### config.mk
export PLATFORM = sky130hd
export DESIGN_NAME = spi_bus_arbiter
export DESIGN_NICKNAME = d
export VERILOG_FILES = /design/src/rtl/spi_bus_arbiter.sv
export SDC_FILE = /design/constraint.sdc
export NUM_CORES = 1
export LEC_CHECK = 0
export BUFFER_PORTS_ARGS = -buffer_cell sky130_fd_sc_hd__buf_2
export CORE_MARGIN = 4
export CORE_UTILIZATION = 50
export CTS_BUF_LIST = sky130_fd_sc_hd__clkbuf_16
export DETAILED_ROUTE_END_ITERATION = 8
export PLACE_DENSITY_LB_ADDON = 0.1
export SYNTH_ARGS = -nofsm -noshare
export SYNTH_HDL_FRONTEND = slang
export SYNTH_SLANG_ARGS = --single-unit
### constraint.sdc
create_clock -name clk -period 2.7 [get_ports clk]
set_input_delay 0 -clock clk [delete_from_list [all_inputs] [get_ports clk]]
set_output_delay 0 -clock clk [all_outputs]
set_load 0.005 [all_outputs]
### src/rtl/spi_bus_arbiter.sv
// Hands the SPI flash between the 6809 read controller and the FT2232-driven writer,
// halting the CPU and idling the bus for a guard period on every change of owner.
module spi_bus_arbiter #(
    parameter int unsigned SETTLE_CYCLES = 16,
    parameter int unsigned GUARD_CYCLES  = 4,
    parameter int unsigned DRAIN_TIMEOUT = 64
) (
    input  logic       clk,
    input  logic       reset,
    input  logic       i_FT_CS,
    input  logic       i_cpu_spi_cs,
    input  logic       i_cpu_spi_clk,
    input  logic       i_cpu_spi_mosi,
    input  logic       i_wr_spi_cs,
    input  logic       i_wr_spi_clk,
    input  logic       i_wr_spi_mosi,
    output logic       o_SPI_CS,
    output logic       o_SPI_CLK,
    output logic       o_SPI_MOSI,
    output logic       o_HALT,
    output logic       o_cpu_grant,
    output logic       o_writer_grant,
    output logic       o_timeout,
    output logic [2:0] o_state
);

    typedef enum logic [2:0] {
        IDLE_CPU  = 3'd0,
        HALT_WAIT = 3'd1,
        GUARD_IN  = 3'd2,
        WRITER    = 3'd3,
        GUARD_OUT = 3'd4
    } state_t;

    localparam logic [7:0] LP_SETTLE_LAST = 8'(SETTLE_CYCLES - 1);
    localparam logic [7:0] LP_GUARD_LAST  = 8'(GUARD_CYCLES - 1);
    localparam logic [7:0] LP_DRAIN_LAST  = 8'(DRAIN_TIMEOUT - 1);

    state_t     r_state;
    state_t     w_nextState;
    logic [7:0] r_count;
    logic       r_ftSync1;
    logic       r_ftSync2;
    logic       w_ftReq;
    logic       w_setTimeout;

    assign w_ftReq = ~r_ftSync2;
    assign o_state = r_state;

    // Losing the request while still handing over always wins over any timed exit.
    always_comb begin
        w_nextState  = r_state;
        w_setTimeout = 1'b0;
        case (r_state)
            IDLE_CPU: begin
                if (w_ftReq) begin
                    w_nextState = HALT_WAIT;
                end
            end
            HALT_WAIT: begin
                if (!w_ftReq) begin
                    w_nextState = GUARD_OUT;
                end else if ((r_count >= LP_SETTLE_LAST) && i_cpu_spi_cs) begin
                    w_nextState = GUARD_IN;
                end else if (r_count == LP_DRAIN_LAST) begin
                    w_nextState  = GUARD_IN;
                    w_setTimeout = 1'b1;
                end
            end
            GUARD_IN: begin
                if (!w_ftReq) begin
                    w_nextState = GUARD_OUT;
                end else if (r_count == LP_GUARD_LAST) begin
                    w_nextState = WRITER;
                end
            end
            WRITER: begin
                if (!w_ftReq) begin
                    w_nextState = GUARD_OUT;
                end
            end
            GUARD_OUT: begin
                if (r_count == LP_GUARD_LAST) begin
                    w_nextState = IDLE_CPU;
                end
            end
            default: begin
                w_nextState = GUARD_OUT;
            end
        endcase
    end

    // Status outputs are decoded from the next state so they line up with o_state.
    always_ff @(posedge clk) begin
        if (!reset) begin
            r_state        <= IDLE_CPU;
            r_count        <= 8'd0;
            r_ftSync1      <= 1'b1;
            r_ftSync2      <= 1'b1;
            o_HALT         <= 1'b1;
            o_cpu_grant    <= 1'b1;
            o_writer_grant <= 1'b0;
            o_timeout      <= 1'b0;
        end else begin
            r_state        <= w_nextState;
            r_count        <= (w_nextState != r_state) ? 8'd0 : r_count + 8'd1;
            r_ftSync1      <= i_FT_CS;
            r_ftSync2      <= r_ftSync1;
            o_HALT         <= (w_nextState == IDLE_CPU);
            o_cpu_grant    <= (w_nextState == IDLE_CPU) || (w_nextState == HALT_WAIT);
            o_writer_grant <= (w_nextState == WRITER);
            if (w_setTimeout) begin
                o_timeout <= 1'b1;
            end
        end
    end

    always_comb begin
        o_SPI_CS   = 1'b1;
        o_SPI_CLK  = 1'b0;
        o_SPI_MOSI = 1'b0;
        case (r_state)
            IDLE_CPU, HALT_WAIT: begin
                o_SPI_CS   = i_cpu_spi_cs;
                o_SPI_CLK  = i_cpu_spi_clk;
                o_SPI_MOSI = i_cpu_spi_mosi;
            end
            WRITER: begin
                o_SPI_CS   = i_wr_spi_cs;
                o_SPI_CLK  = i_wr_spi_clk;
                o_SPI_MOSI = i_wr_spi_mosi;
            end
            default: begin
                o_SPI_CS   = 1'b1;
                o_SPI_CLK  = 1'b0;
                o_SPI_MOSI = 1'b0;
            end
        endcase
    end

endmodule

==> summary.md, run 1 <==
| Metric | Value |
|---|---|
| Outcome | finished, final reports clean |
| Via density | 5.57 |
| Placed cells | 121 |
| Layout Cells excl Fill | 127 |
| Worst R2R Start | r_count[0] |
| Detailed-route via count | 708 |
| Root buffer cell | clkbuf_16 |
| Crit. End Element | flip-flop |
| Skew final | 0.00248 ns |
| CTS tree | built |
| Drt total wl | 1.80 mm |
| Yosys cell types | 30 |
| Die height | 48.4 um |
| Setup TNS | 0 ns |
| GRT Util Overall | 0.162 |
| Core area | 0.00152 mm2 |
| Max Freq | 522 MHz |
| Crit share post-route | 0.710 |
| Number of global-route vias before repair | 683 |
| Crit path max fanout | 8 |
| Largest net degree at the start of global routing | 16 |
| Placement Cell Area | 918 um2 |
| WHS Path Cells | 4 |
| Worst slew pin tran | 0.718 ns |
| H-tree levels | 1 |
| Post-synth EDFFs | 0 |
| Post-synthesis register bit count | 17 |
| Lkg Pwr | 0.384 nW |
| # diodes | 0 |
| Power Dens Cells | 582 mW/mm2 |
| Max-Slew Margin vs Limit | 0.519 |
| Syn Area/Cell | 9.18 um2 |
| Hold_sp | i_cpu_spi_cs |
| Clk slew on worst S/H paths | 0.05 ns |
| DP HPWL | 1.24 mm |
| Clock Sinks | 17 |
| Post-CTS Setup Bufs | 0 |
| Clock Latency Late Sink | 0.25 ns |
| Max VDD drop | 0.432 mV |
| Filler cell count in the final layout | 142 |
| RSZ-0062 raised after global routing | no |
| Synth Flop Type | dfxtp_1 |
| Routed Antenna Nets | 0 |
| Share of cells above drive strength 1 | 0.234 |
| Synthesized Nets | 99 |
| Mapped Area | 817 um2 |
| Reg2Reg Depth | 5 |
| Remaining Overflow, GRT | 0 |
| DR pass1 iterations | 4 |
| Hold-critical path endpoint | o_cpu_grant |
| Max-slew violations | 0 |
| Cts bufs inserted | 3 |
| Final setup viols | 0 |
| # DRC | 0 |
| Reg-to-Reg End | r_count[2] |
| Area grow syn2layout | 24.5% |
| Fin crit period | 1.92 ns |
| Initial core utilization | 0.536 |
| Hold Crit Class | in -> reg |
| Maximum Capacitance Violations | 0 |
| Req. time, crit path | 2.80 ns |
| Fraction of registers with async set or reset after synthesis | 0 |
| Final instance area | 0.00102 mm2 |
| Fin nets | 122 |
| Routed wire length per instance | 14.2 um |
| Worst Path Arrival | 2.01 ns |
| Chip Width | 48.4 um |
| I/O Buffers | 18 |
| Initial antenna violation count | 0 |
| GPL Wtd Cong | 0.824 |
| Global-route wire length before repair | 3.07 mm |
| Critical path type | reg -> reg |
| Post-Syn Instances | 89 |
| Synth warn | 0 |
| PostCTS Resize Cnt | 0 |
| IO Pins | 19 |
| Startpoint types | flip-flop |
| Sequential share of the synthesized area | 0.417 |
| Die area | 0.00234 mm2 |
| First-iteration detailed-routing DRC count | 13 |
| CTS Buffer Depth | 2 |
| Cell Rows | 14 |
| R2r setup slk | 0.78 ns |
| Fin. Hold Viols | 0 |
through the flow:
stage | hold WS [ns] | worst slack [ns] | total power, mW | util
final | 0.177 | 0.784 | 0.592 | 0.667
after global routing | 0.193 | 0.535 | 0.617 | 0.667
after CTS | 0.177 | 0.813 | 0.597 | 0.667
after detailed placement | 0.199 | 0.829 | 0.308 | 0.603
after global placement | 0.186 | 0.907 | 0.307 | 0.603
after floorplan | 0.0730 | 1.12 | 0.291 | -
power by group:
part | internal (mW) | total, mW | switching (mW) | leakage [nW]
sequential | 0.259 | 0.265 | 0.00631 | 0.138
clock | 0.196 | 0.286 | 0.0900 | 0.0423
combinational | 0.0196 | 0.0401 | 0.0205 | 0.203
total | 0.475 | 0.592 | 0.117 | 0.384
per-layer routing:
layer,global-route usage,vias to the layer above,routed length [um]
li1,-,371,-
met5,0,-,0
met2,0.254,13,852
met1,0.213,320,842
met4,0.0691,0,33
met3,0.0307,4,72
how the worst max path moves through the flow:
stage	start	to	slack, ns	depth (start not counted)
floorplan	r_count[0]	o_state[0]	1.12	5
global placement	r_count[0]	r_count[4]	0.91	5
detailed placement	r_count[0]	r_count[2]	0.83	5
CTS	r_count[0]	r_count[2]	0.81	5
global route	r_count[0]	r_count[0]	0.53	5
finish	r_count[0]	r_count[2]	0.78	5
flip-flops by register name (all words and copies together), names as in the netlist:
| signal | cells |
|---|---|
| r_count | 8 |
| o_timeout | 1 |
| o_writer_grant | 1 |
| o_HALT | 1 |
| r_ftSync2 | 1 |
| o_cpu_grant | 1 |
| o_state | 3 |
| r_ftSync1 | 1 |
cells by family (layout without fill, tap and decap cells):
kind of cell	after synthesis	count (layout)	synth area share
xor+xnor	6	6	0.0643
fa+ha+maj	1	1	0.0153
simple gates	38	38	0.282
flops	17	17	0.417
compound gates	23	23	0.202
buf+inv	4	26	0.0199
cells in the mapped netlist (2+ instances only):
master | count | area, um2
nor3_1 | 4 | 20.0
o21a_1 | 3 | 22.5
dfxtp_1 | 17 | 340
and3_1 | 2 | 12.5
a21oi_1 | 5 | 25.0
nand3_1 | 5 | 25.0
a211oi_1 | 9 | 67.6
xnor2_1 | 4 | 35.0
nand2_1 | 10 | 37.5
inv_1 | 2 | 7.51
nor2_1 | 5 | 18.8
xor2_1 | 2 | 17.5
nor3b_1 | 3 | 22.5
nand2b_1 | 2 | 12.5
final cells by class:
cell class                      instances  area [um2]  area share
Timing Repair Buffer                   20         110       0.108
Clock buffer                            3        75.1      0.0738
Tap cell                               16        20.0      0.0197
Multi-Input combinational cell         68         460       0.453
Clock inverter                          1        3.75     0.00369
Sequential cell                        17         340       0.335
Inverter                                2        7.51     0.00738
cell usage in the layout, fill, tap and decap left out, types with 3 or more instances in the layout:
cell       count
o21a_1         3
nor2_1         5
a21oi_1        5
a211oi_1       9
inv_1          3
nand3_1        5
dfxtp_1       17
nor3_1         4
buf_2         18
nor3b_1        3
clkbuf_16      3
xnor2_1        4
nand2_1       10
worst max-delay path: stages (launching register included):
cell and delay [ns]:
dfxtp_1 0.35, ha_1 0.23, nor3b_1 0.31, nand3b_1 0.11
a31oi_1 0.59, a211oi_1 0.18
timing repair:
action	CTS	global route
hold buffers	2	0
endpoints found under the hold margin	2	0
setup endpoints to repair	0	0
Power figures use the tool's default switching activity.
==> run 2: changes to the inputs <==
clock period = 1.85 ns   (was 2.7 ns; I/O delays follow)
==> run 2 against run 1 <==
Net effect:
- via count rose by 5.4%
- sequential share of layout area decreased by 0.96 points
- count of clock-buffer cells in the layout did not move
- wire length fell by 1.4%
- clock power increased by 46%
- final area rose by 3.0%
- flip-flop and latch count is the same
- global-route usage fell by 0.74 points
- register-to-register slack lost 0.65 ns
- largest power group unchanged
- highest routed layer unchanged
==> summary.md, run 2 (synthesis results as in run 1) <==
| Metric | Value |
|---|---|
| Die height | 48.4 um |
| Worst slew pin tran | 0.445 ns |
| Max VDD drop | 0.680 mV |
| Req. time, crit path | 1.98 ns |
| Detailed-route via count | 746 |
| Share of cells above drive strength 1 | 0.261 |
| Switching Fraction | 0.197 |
| Chip Width | 48.4 um |
| Register area | 340 um2 |
| Net Sw Power | 0.171 mW |
| # DRC | 0 |
| Drt total wl | 1.78 mm |
| Setup TNS | 0 ns |
| Maximum Capacitance Violations | 0 |
| Initial antenna violation count | 0 |
| Worst Path Arrival | 1.84 ns |
| Largest net degree at the start of global routing | 13 |
| Via density | 5.69 |
| IO Pins | 19 |
| Biggest register | r_count |
| Most common cell after layout, fill and taps aside | buf_2 |
| Number of global-route vias before repair | 651 |
| Clock Sinks | 17 |
| # diodes | 0 |
| Critical path type | reg -> reg |
| Clk slew on worst S/H paths | 0.05 ns |
| Combinational share of power | 0.073 |
| First-iteration detailed-routing DRC count | 17 |
| GPL Wtd Cong | 0.797 |
| CTS tree | built |
| Clock network power share | 0.482 |
| Routed Antenna Nets | 0 |
| Final Core Density | 0.687 |
| Layout Cells excl Fill | 131 |
| Crit. End Element | flip-flop |
| Max-slew violations | 0 |
| Outcome | finished, final reports clean |
| Root buffer cell | clkbuf_16 |
| Final setup viols | 0 |
| Global-route wire length before repair | 2.95 mm |
| Crit path max fanout | 4 |
| Hold Crit Class | in -> reg |
| Fin. Hold Viols | 0 |
| Largest register FFs | 8 |
| Pint | 0.696 mW |
| Filler cell count in the final layout | 131 |
| Seq pwr share | 0.445 |
| Clock Latency Late Sink | 0.24 ns |
| Cell Rows | 14 |
| Power Dens Cells | 828 mW/mm2 |
| DP HPWL | 1.31 mm |
| Core area | 0.00152 mm2 |
| Fin crit period | 1.71 ns |
| PostCTS Resize Cnt | 0 |
| H-tree levels | 1 |
| Max-Slew Margin vs Limit | 0.701 |
| I/O Buffers | 18 |
| RSZ-0062 raised after global routing | no |
| Lkg Pwr | 0.404 nW |
| Cts bufs inserted | 3 |
| Initial core utilization | 0.536 |
| Commonest cells after routing, fill and taps aside | buf_2 (18), dfxtp_1 (17), nand2_1 (10), a211oi_1 (9) |
| Routed wire length per instance | 13.5 um |
| GRT Util Overall | 0.154 |
| Max Freq | 584 MHz |
| Placed cells | 125 |
| Total power | 0.867 mW |
| Remaining Overflow, GRT | 0 |
| Startpoint types | flip-flop |
| Area grow syn2layout | 28.2% |
| CTS Buffer Depth | 2 |
| Hold WS | 0.0196 ns |
| DR pass1 iterations | 4 |
| Skew final | 0.00338 ns |
| Area occupied by multi-input gates | 460 um2 |
| Die area | 0.00234 mm2 |
| Crit share post-route | 0.925 |
| Fin nets | 126 |
[run 2: changes by cell type in the layout (fill, tap and decap cells not counted), sizes merged]
cell  change
buf       +4
[run 2: final timing paths]
path	startpoint	to	slack, ns	depth (start not counted)
worst max-delay path	r_count[0]	o_state[0]	0.14	5
worst min-delay path	reset	r_ftSync2	0.02	2
worst max register to register	r_count[0]	o_state[0]	0.14	5
worst min register to register	r_ftSync1	r_ftSync2	0.43	1
[run 2: layout make-up]
class                      instances  area share
tap                               16      0.0191
clock inverter                     1     0.00358
sequential                        17       0.325
clock buffer                       3      0.0717
inverter                           2     0.00717
timing repair buffer              24       0.134
multi-input combinational         68       0.440
[run 2: metal layers]
layer,vias to the layer above,wire [um],track usage
met5,-,0,0
met2,23,802,0.220
met4,0,7,0.0553
met1,341,852,0.221
met3,2,112,0.0399
li1,380,-,-
[run 2: power groups by stage]
stage | logic, mW | registers, mW | clock network (mW)
2_1_floorplan | 0.0323 | 0.392 | 0
3_3_place_gp | 0.0592 | 0.393 | 0
3_5_place_dp | 0.0599 | 0.393 | 0
4_1_cts | 0.0633 | 0.386 | 0.426
5_1_grt | 0.0721 | 0.387 | 0.443
6_report | 0.0631 | 0.386 | 0.418
[run 2: what timing repair did]
action,CTS,global route
endpoints found under the hold margin,1,0
hold buffers,2,0
buffers inserted,0,0
endpoints found under the setup margin,0,0
[run 2: worst max-delay path, cell delays in order, from the launching register on]
cell,delay [ns]
dfxtp_1,0.35
ha_1,0.22
and3_1,0.20
or4b_4,0.52
a21boi_1,0.22
a211oi_1,0.09
[run 2: per-stage QoR]
step	area (um2)	setup WS, ns
CTS	1050	0.139
global placement	948	0.217
detailed placement	948	0.168
finish	1050	0.139
floorplan	817	0.266
global route	1050	0.0414
==> run 3: changes to the inputs <==
CORE_MARGIN = 1   (was 4)
CTS_CLUSTER_SIZE = 30   (was not set)
PLACE_DENSITY_LB_ADDON = 0.12   (was 0.1)
==> run 3 against run 2 <==
Net effect:
- non-clock buffer count down 1
- final area down 0.84%
- clock power up 2%
- combinational power down 2%
- critical path depth is the same
- count of clock-buffer cells in the layout unchanged
- flip-flop and latch count did not move
- cell count is 0.76% lower
- via count increased by 1.6%
==> summary.md, run 3 (synthesis results as in run 1) <==
| Metric | Value |
|---|---|
| Outcome | finished, final reports clean |
| Power Dens Cells | 843 mW/mm2 |
| Seq pwr share | 0.440 |
| # diodes | 0 |
| Critical path type | reg -> reg |
| Core area | 0.00152 mm2 |
| Area grow syn2layout | 27.1% |
| Placement Cell Area | 948 um2 |
| Root buffer cell | clkbuf_16 |
| Crit. End Element | flip-flop |
| Global-route wire length before repair | 3.00 mm |
| PostCTS Resize Cnt | 0 |
| Crit path max fanout | 4 |
| Clock Sinks | 17 |
| CTS tree | built |
| Net Sw Power | 0.178 mW |
| Biggest register | r_count |
| DP HPWL | 1.29 mm |
| Remaining Overflow, GRT | 0 |
| Worst slew pin tran | 0.532 ns |
| Pint | 0.697 mW |
| Fin crit period | 1.71 ns |
| Cell Rows | 14 |
| # DRC | 0 |
| Worst Path Arrival | 1.90 ns |
| Switching Fraction | 0.204 |
| Routed Antenna Nets | 0 |
| Final instance area | 0.00104 mm2 |
| IO Pins | 19 |
| Max VDD drop | 0.601 mV |
| Cts bufs inserted | 3 |
| Filler cell count in the final layout | 124 |
| Commonest cells after routing, fill and taps aside | buf_2 (18), dfxtp_1 (17), nand2_1 (10), a211oi_1 (9) |
| Total power | 0.875 mW |
| Largest net degree at the start of global routing | 12 |
| Combinational share of power | 0.071 |
| Final setup viols | 0 |
| Startpoint types | flip-flop |
| Maximum Capacitance Violations | 0 |
| Clock Latency Late Sink | 0.24 ns |
| Post-CTS Setup Bufs | 0 |
| Lkg Pwr | 0.399 nW |
| Clock network power share | 0.489 |
| Initial core utilization | 0.536 |
| CTS Buffer Depth | 2 |
| Max-slew violations | 0 |
| Clk slew on worst S/H paths | 0.05 ns |
| GRT Util Overall | 0.223 |
| Die area | 0.00180 mm2 |
| Chip Width | 42.4 um |
| Fin. Hold Viols | 0 |
| Cts hold-fix bufs | 1 |
| Share of cells above drive strength 1 | 0.272 |
| GPL Wtd Cong | 0.780 |
| Max-Slew Margin vs Limit | 0.642 |
| Req. time, crit path | 2.04 ns |
| Fin nets | 125 |
| Via density | 5.83 |
| Most common cell after layout, fill and taps aside | buf_2 |
| H-tree levels | 1 |
| Drt total wl | 1.71 mm |
| Placed cells | 125 |
| RSZ-0062 raised after global routing | no |
| Skew final | 0.00139 ns |
| Die height | 42.4 um |
| Detailed-route via count | 758 |
| Crit share post-route | 0.923 |
| DR pass1 iterations | 4 |
| First-iteration detailed-routing DRC count | 20 |
| Routed wire length per instance | 13.2 um |
| Initial antenna violation count | 0 |
| I/O Buffers | 18 |
| Setup TNS | 0 ns |
| Layout Cells excl Fill | 130 |
| Number of global-route vias before repair | 648 |
| Largest register FFs | 8 |
| Max Freq | 586 MHz |
| Hold Crit Class | in -> reg |
==> run 3: cell count changes in the layout (fill, tap and decap cells not counted) <==
cell | previous run | this run
clkinv_2 | 0 | 1
inv_1 | 3 | 2
dlygate4sd3_1 | 2 | 1
==> run 3: layout make-up <==
| class | instances | area [um2] | share of cell area |
|---|---|---|---|
| Clock inverter | 1 | 5.00 | 0.00482 |
| Clock buffer | 3 | 75.1 | 0.0723 |
| Inverter | 2 | 7.51 | 0.00723 |
| Tap cell | 16 | 20.0 | 0.0193 |
| Multi-Input combinational cell | 68 | 460 | 0.443 |
| Timing Repair Buffer | 23 | 130 | 0.125 |
| Sequential cell | 17 | 340 | 0.328 |
==> run 3: power by group through the flow <==
stage | combinational [mW] | clock (mW) | sequential (mW)
floorplan | 0.0323 | 0 | 0.392
global placement | 0.0594 | 0 | 0.393
detailed placement | 0.0601 | 0 | 0.393
CTS | 0.0623 | 0.433 | 0.385
global route | 0.0706 | 0.455 | 0.386
finish | 0.0617 | 0.428 | 0.385
==> run 3: final timing paths <==
path         startpoint         to  slack, ns  depth (start not counted)
max reg2reg  r_count[0]  o_timeout       0.14                          5
max          r_count[0]  o_timeout       0.14                          5
min reg2reg   r_ftSync1  r_ftSync2       0.41                          1
min               reset  r_ftSync1      0.006                          2
==> run 3: stage by stage <==
| step | hold WS (ns) | worst slack, ns | utilization |
|---|---|---|---|
| after floorplan | 0.0730 | 0.266 | - |
| after global placement | 0.188 | 0.224 | 0.622 |
| after detailed placement | 0.186 | 0.161 | 0.622 |
| after CTS | 0.00718 | 0.121 | 0.681 |
| after global routing | 0.0134 | 0.00742 | 0.681 |
| final | 0.00582 | 0.143 | 0.681 |
==> run 3: critical path, stage by stage (launching register included) <==
cell and delay [ns]:
dfxtp_1 0.34, ha_1 0.22, and3_1 0.19, or4b_4 0.51
nor4b_2 0.26, o21a_1 0.14
==> run 3: layer usage <==
metal  GRT usage  share of wire
met3      0.0647          0.075
met1       0.302           0.48
met2       0.335           0.44
met4      0.0813         0.0053
met5           0              0
